===== src/rtl/perf_event_aggregator.sv =====
// Per-event popcount of raw event sources with hold-time pending accumulators feeding the perf counters.
// Optional saturation-drop counter output enabled by PERF_EVT_AGG_DROP_CNT_EN.
module perf_event_aggregator #(
  parameter int unsigned NrSrc     = 2,
  parameter int unsigned NumEvents = 32,
  parameter int unsigned OutW      = 2,
  parameter int unsigned PendW     = 4
) (
  input  logic                                clk_i,
  input  logic                                rst_ni,
  input  logic [NrSrc-1:0][NumEvents-1:0]     evt_i,
  input  logic                                hold_i,
  input  logic                                clr_i,
  output logic [NumEvents-1:0][OutW-1:0]      evt_cnt_o,
  output logic [NumEvents-1:0]                pend_o,
  output logic [NumEvents-1:0]                lost_o
`ifdef PERF_EVT_AGG_DROP_CNT_EN
  ,
  output logic [15:0]                         drop_cnt_o
`endif
);

  localparam int unsigned InW  = $clog2(NrSrc + 1);
  localparam int unsigned TotW = ((PendW > InW) ? PendW : InW) + 1;
  localparam logic [TotW-1:0] OutMax  = TotW'((1 << OutW) - 1);
  localparam logic [TotW-1:0] PendMax = TotW'((1 << PendW) - 1);

  logic [NumEvents-1:0][PendW-1:0] pend_q, pend_d;
  logic [NumEvents-1:0][OutW-1:0]  out_q, out_d;
  logic [NumEvents-1:0]            lost_q, lost_d;
  logic [TotW-1:0]                 in_c, tot_c, out_c, rem_c;

`ifdef PERF_EVT_AGG_DROP_CNT_EN
  logic [31:0] drop_sum;
  logic [32:0] drop_acc;
  logic [15:0] drop_q, drop_d;
`endif

  always_comb begin
    pend_d = '0;
    out_d  = '0;
    lost_d = clr_i ? '0 : lost_q;
    in_c   = '0;
    tot_c  = '0;
    out_c  = '0;
    rem_c  = '0;
`ifdef PERF_EVT_AGG_DROP_CNT_EN
    drop_sum = '0;
`endif
    for (int e = 0; e < NumEvents; e++) begin
      in_c = '0;
      for (int s = 0; s < NrSrc; s++) begin
        in_c = in_c + TotW'(evt_i[s][e]);
      end
      if (e == 0) in_c = '0;
      // Clear discards the stored count but still accounts for this cycle's events.
      tot_c = in_c + (clr_i ? '0 : TotW'(pend_q[e]));
      if (hold_i) begin
        out_c = '0;
        rem_c = tot_c;
      end else begin
        out_c = (tot_c > OutMax) ? OutMax : tot_c;
        rem_c = tot_c - out_c;
      end
      out_d[e]  = out_c[OutW-1:0];
      pend_d[e] = (rem_c > PendMax) ? PendMax[PendW-1:0] : rem_c[PendW-1:0];
      if ((rem_c > PendMax) && !clr_i) lost_d[e] = 1'b1;
`ifdef PERF_EVT_AGG_DROP_CNT_EN
      if (rem_c > PendMax) drop_sum = drop_sum + 32'(rem_c - PendMax);
`endif
    end
  end

`ifdef PERF_EVT_AGG_DROP_CNT_EN
  always_comb begin
    drop_acc = {17'd0, drop_q} + {1'b0, drop_sum};
    drop_d   = (drop_acc > 33'h0FFFF) ? 16'hFFFF : drop_acc[15:0];
    if (clr_i) drop_d = '0;
  end

  always_ff @(posedge clk_i or negedge rst_ni) begin
    if (!rst_ni) drop_q <= '0;
    else         drop_q <= drop_d;
  end

  assign drop_cnt_o = drop_q;
`endif

  always_ff @(posedge clk_i or negedge rst_ni) begin
    if (!rst_ni) begin
      pend_q <= '0;
      out_q  <= '0;
      lost_q <= '0;
    end else begin
      pend_q <= pend_d;
      out_q  <= out_d;
      lost_q <= lost_d;
    end
  end

  always_comb begin
    pend_o = '0;
    for (int e = 0; e < NumEvents; e++) begin
      pend_o[e] = |pend_q[e];
    end
  end

  assign evt_cnt_o = out_q;
  assign lost_o    = lost_q;

endmodule


===== config.mk =====
export PLATFORM = sky130hd
export DESIGN_NAME = perf_event_aggregator
export DESIGN_NICKNAME = d
export VERILOG_FILES = /design/src/rtl/perf_event_aggregator.sv
export SDC_FILE = /design/constraint.sdc
export NUM_CORES = 1
export LEC_CHECK = 0
export ABC_AREA = 1
export BUFFER_PORTS_ARGS = -buffer_cell sky130_fd_sc_hd__buf_2
export CAP_MARGIN = 20
export CORE_MARGIN = 3
export CORE_UTILIZATION = 55
export DETAILED_ROUTE_END_ITERATION = 7
export PLACE_DENSITY = 0.75
export SETUP_SLACK_MARGIN = 0.3
export SYNTH_ARGS = -nofsm -noshare
export SYNTH_HDL_FRONTEND = slang
export SYNTH_SLANG_ARGS = --single-unit
export TNS_END_PERCENT = 50

===== constraint.sdc =====
create_clock -name clk_i -period 6.8 [get_ports clk_i]
set_input_delay 1.02 -clock clk_i [delete_from_list [all_inputs] [get_ports clk_i]]
set_output_delay 1.02 -clock clk_i [all_outputs]
set_load 0.05 [all_outputs]

==> metrics <==
Leak Pwr 10.8 nW; synthesized area 0.0165 mm2; final WL between 30 and 40 mm; number of max-slew violations in the final report 0; syn_area_per_cell 6.69 um2; final worst path period need approximately 4200 ps; Max Cap Viol 0; crit-path leading delay family buffers and inverters; Synth async-reset ratio 1.00; R2R depth 16; final setup fails 0; Total Power 7.72 mW; FF-to-FF setup slack 4000 ps; warnings from Yosys 0; Die ar. 0.0322 mm2; worst endpoint required time 7200 ps; CP bufs+invs 5; Slew Limit Headroom 0.348; status finished, final reports clean; placer's final routability congestion estimate 0.903; Fin Clk Skew 7.62 ps; Crit Path Category in2reg; IO Count 196; I/O Buffers slightly below 200; Die Width 179 um; Sink Count 224; Final Cycle Share 0.622; CTS tree yes; total CTS buffers 26; DRC Markers 0; post-DP HPWL around 28 mm; r2r endpoint pend_q[11]$_DFF_PN0_; most frequent cells in the layout 687 x nand2_1, 500 x inv_1, 278 x nor2_1; CP Capture Type flop; Hold Buf Count CTS 0; Chip Height 179 um; Total GRT Usage 0.238; maximum clock path buffer count 3; number of flops mapped to enable cells by yosys 0; cell area after layout 0.0187 mm2; drt wl/cell 12.9 um; post-cts resize count 0; Syn-to-layout area delta 13.0%; CP startpoint clr_i; Initial Util 0.567; largest net degree at the start of global routing 102; layout cells sized above 1 0.132; flops & latches, synth approximately 220; initial antenna violation count 0; Critical-path top delay cell inv_6; placed cell areas around 0.018 mm2; setup bufs post-CTS 0; P per Cell Area approximately 410 mW/mm2; TNS Setup 0 ps; Fill cells 2601; Core ar. 0.0292 mm2; clk_lat worst skew around 530 ps; antenna cells 0; H-tree levels 1; vias in the first global route ~15000; sequential area share after synthesis 0.339; CP max stage delay 610 ps; fmax 236 MHz; global-route wire length before repair 67.2 mm; worst slew pin tran between 900 and 1000 ps; kind of start point of the critical path primary input; Clock transition at path regs around 60 ps; Post-Syn Nets around 2600; Remaining Overflow, GRT 0; Hold Path Class in2async; commonest register cell after synthesis dfrtp_1; vias per inst roughly 5.2; final hold violations 0; antenna-violating nets left 0; Max FO, Critical Path slightly above 90; commonest non-fill, non-tap cell in the layout nand2_1; Setup crit end pend_q[95]$_DFF_PN0_; Worst R2R Start pend_q[8]$_DFF_PN0_; DRT Pass-1 Iters 6; Core Rows 62; CP Cell Sequence buf_4 > inv_6 > buf_12 > nand2_1 > fa_1 > inv_1 > ha_1 > nand2_1 > nor2_1 > nor2_2 > nand2_2 > nand2_1 > ha_1 > inv_1 > nand3_2 > nor2_2 > nor2_1 > nor2_2 > nand3_1; Peak VDD IR 298 uV; nets 2805; RSZ-0062 raised after global routing no; library cells used by synthesis 26; Root Buffer Master clkbuf_16; Mapped Cells 2473; critical path arrival approximately 4600 ps; total number of vias 15900; number of gates on the worst path with buffers counted 19; Initial DRC Count 1074
## metrics by stage
stage | worst slack (ps) | instances | hold slack [ps] | utilization
after floorplan | 2910 | 2473 | 508 | -
after global placement | 2200 | 2999 | 469 | 0.608
after detailed placement | 2120 | 2999 | 489 | 0.608
after CTS | 2640 | 3047 | 481 | 0.641
after global routing | 2270 | 3047 | 508 | 0.641
final | 2570 | 3047 | 461 | 0.641
## Yosys cell counts (3+ instances only)
master | n | area [um2]
o2111ai_1 | 31 | 272
nand3b_1 | 18 | 135
o21ai_0 | 156 | 781
inv_1 | 500 | 1880
fa_1 | 31 | 621
nor2_4 | 10 | 113
nand2_2 | 24 | 150
clkbuf_1 | 24 | 90.1
nand3_2 | 18 | 180
a21oi_1 | 22 | 110
buf_4 | 3 | 22.5
nand2_1 | 687 | 2580
nor2_2 | 56 | 350
nor2_1 | 278 | 1040
buf_6 | 9 | 101
buf_2 | 18 | 90.1
buf_1 | 3 | 11.3
dfrtp_1 | 224 | 5610
nand4_1 | 36 | 225
ha_1 | 63 | 788
nand3_1 | 227 | 1140
o211ai_1 | 31 | 233
## power breakdown
part	switching [mW]	internal, mW	total, mW
Sequential	0.308	1.83	2.14
Clock	0.566	0.951	1.52
Combinational	2.90	1.16	4.07
Total	3.78	3.94	7.72
## final cells by class
cell class | instances | area [um2] | area share
Inverter | 502 | 1890 | 0.101
Timing Repair Buffer | 199 | 1040 | 0.0556
Clock buffer | 39 | 791 | 0.0423
Tap cell | 384 | 480 | 0.0257
Sequential cell | 224 | 5610 | 0.300
Multi-Input combinational cell | 1690 | 8730 | 0.467
Clock inverter | 9 | 148 | 0.00790
## state kept, by name (all words and copies together) (netlist names)
| signal | cells |
|---|---|
| pend_q | 128 |
| evt_cnt_o | 64 |
| lost_o | 32 |
## routing by layer
layer,up-vias,routed length (um),global-route usage,part of all wire
met2,462,18700,0.415,0.48
li1,8042,-,-,-
met1,7350,17400,0.310,0.44
met5,-,0,0,0
met3,71,2390,0.0338,0.061
met4,0,833,0.0684,0.021
## kinds of logic (layout without fill, tap and decap cells)
group,after synthesis,count (layout),share of synthesized area
adder cells (fa/ha/maj),94,94,0.0852
buffers and inverters,559,749,0.133
AND/OR/NAND/NOR,1354,1354,0.357
XOR/XNOR,1,1,0.000530
flip-flops,224,224,0.339
AO/OA/AOI/OAI,241,241,0.0847
## worst min-delay path by stage
stage,start,endpoint
floorplan,pend_q[3]$_DFF_PN0_,pend_q[3]$_DFF_PN0_
global placement,lost_o[0]$_DFFE_PN0P_,lost_o[0]$_DFFE_PN0P_
detailed placement,lost_o[0]$_DFFE_PN0P_,lost_o[0]$_DFFE_PN0P_
CTS,rst_ni,pend_q[34]$_DFF_PN0_
global route,rst_ni,pend_q[34]$_DFF_PN0_
finish,rst_ni,pend_q[34]$_DFF_PN0_
Note: power is estimated with default switching activity, not from simulation.
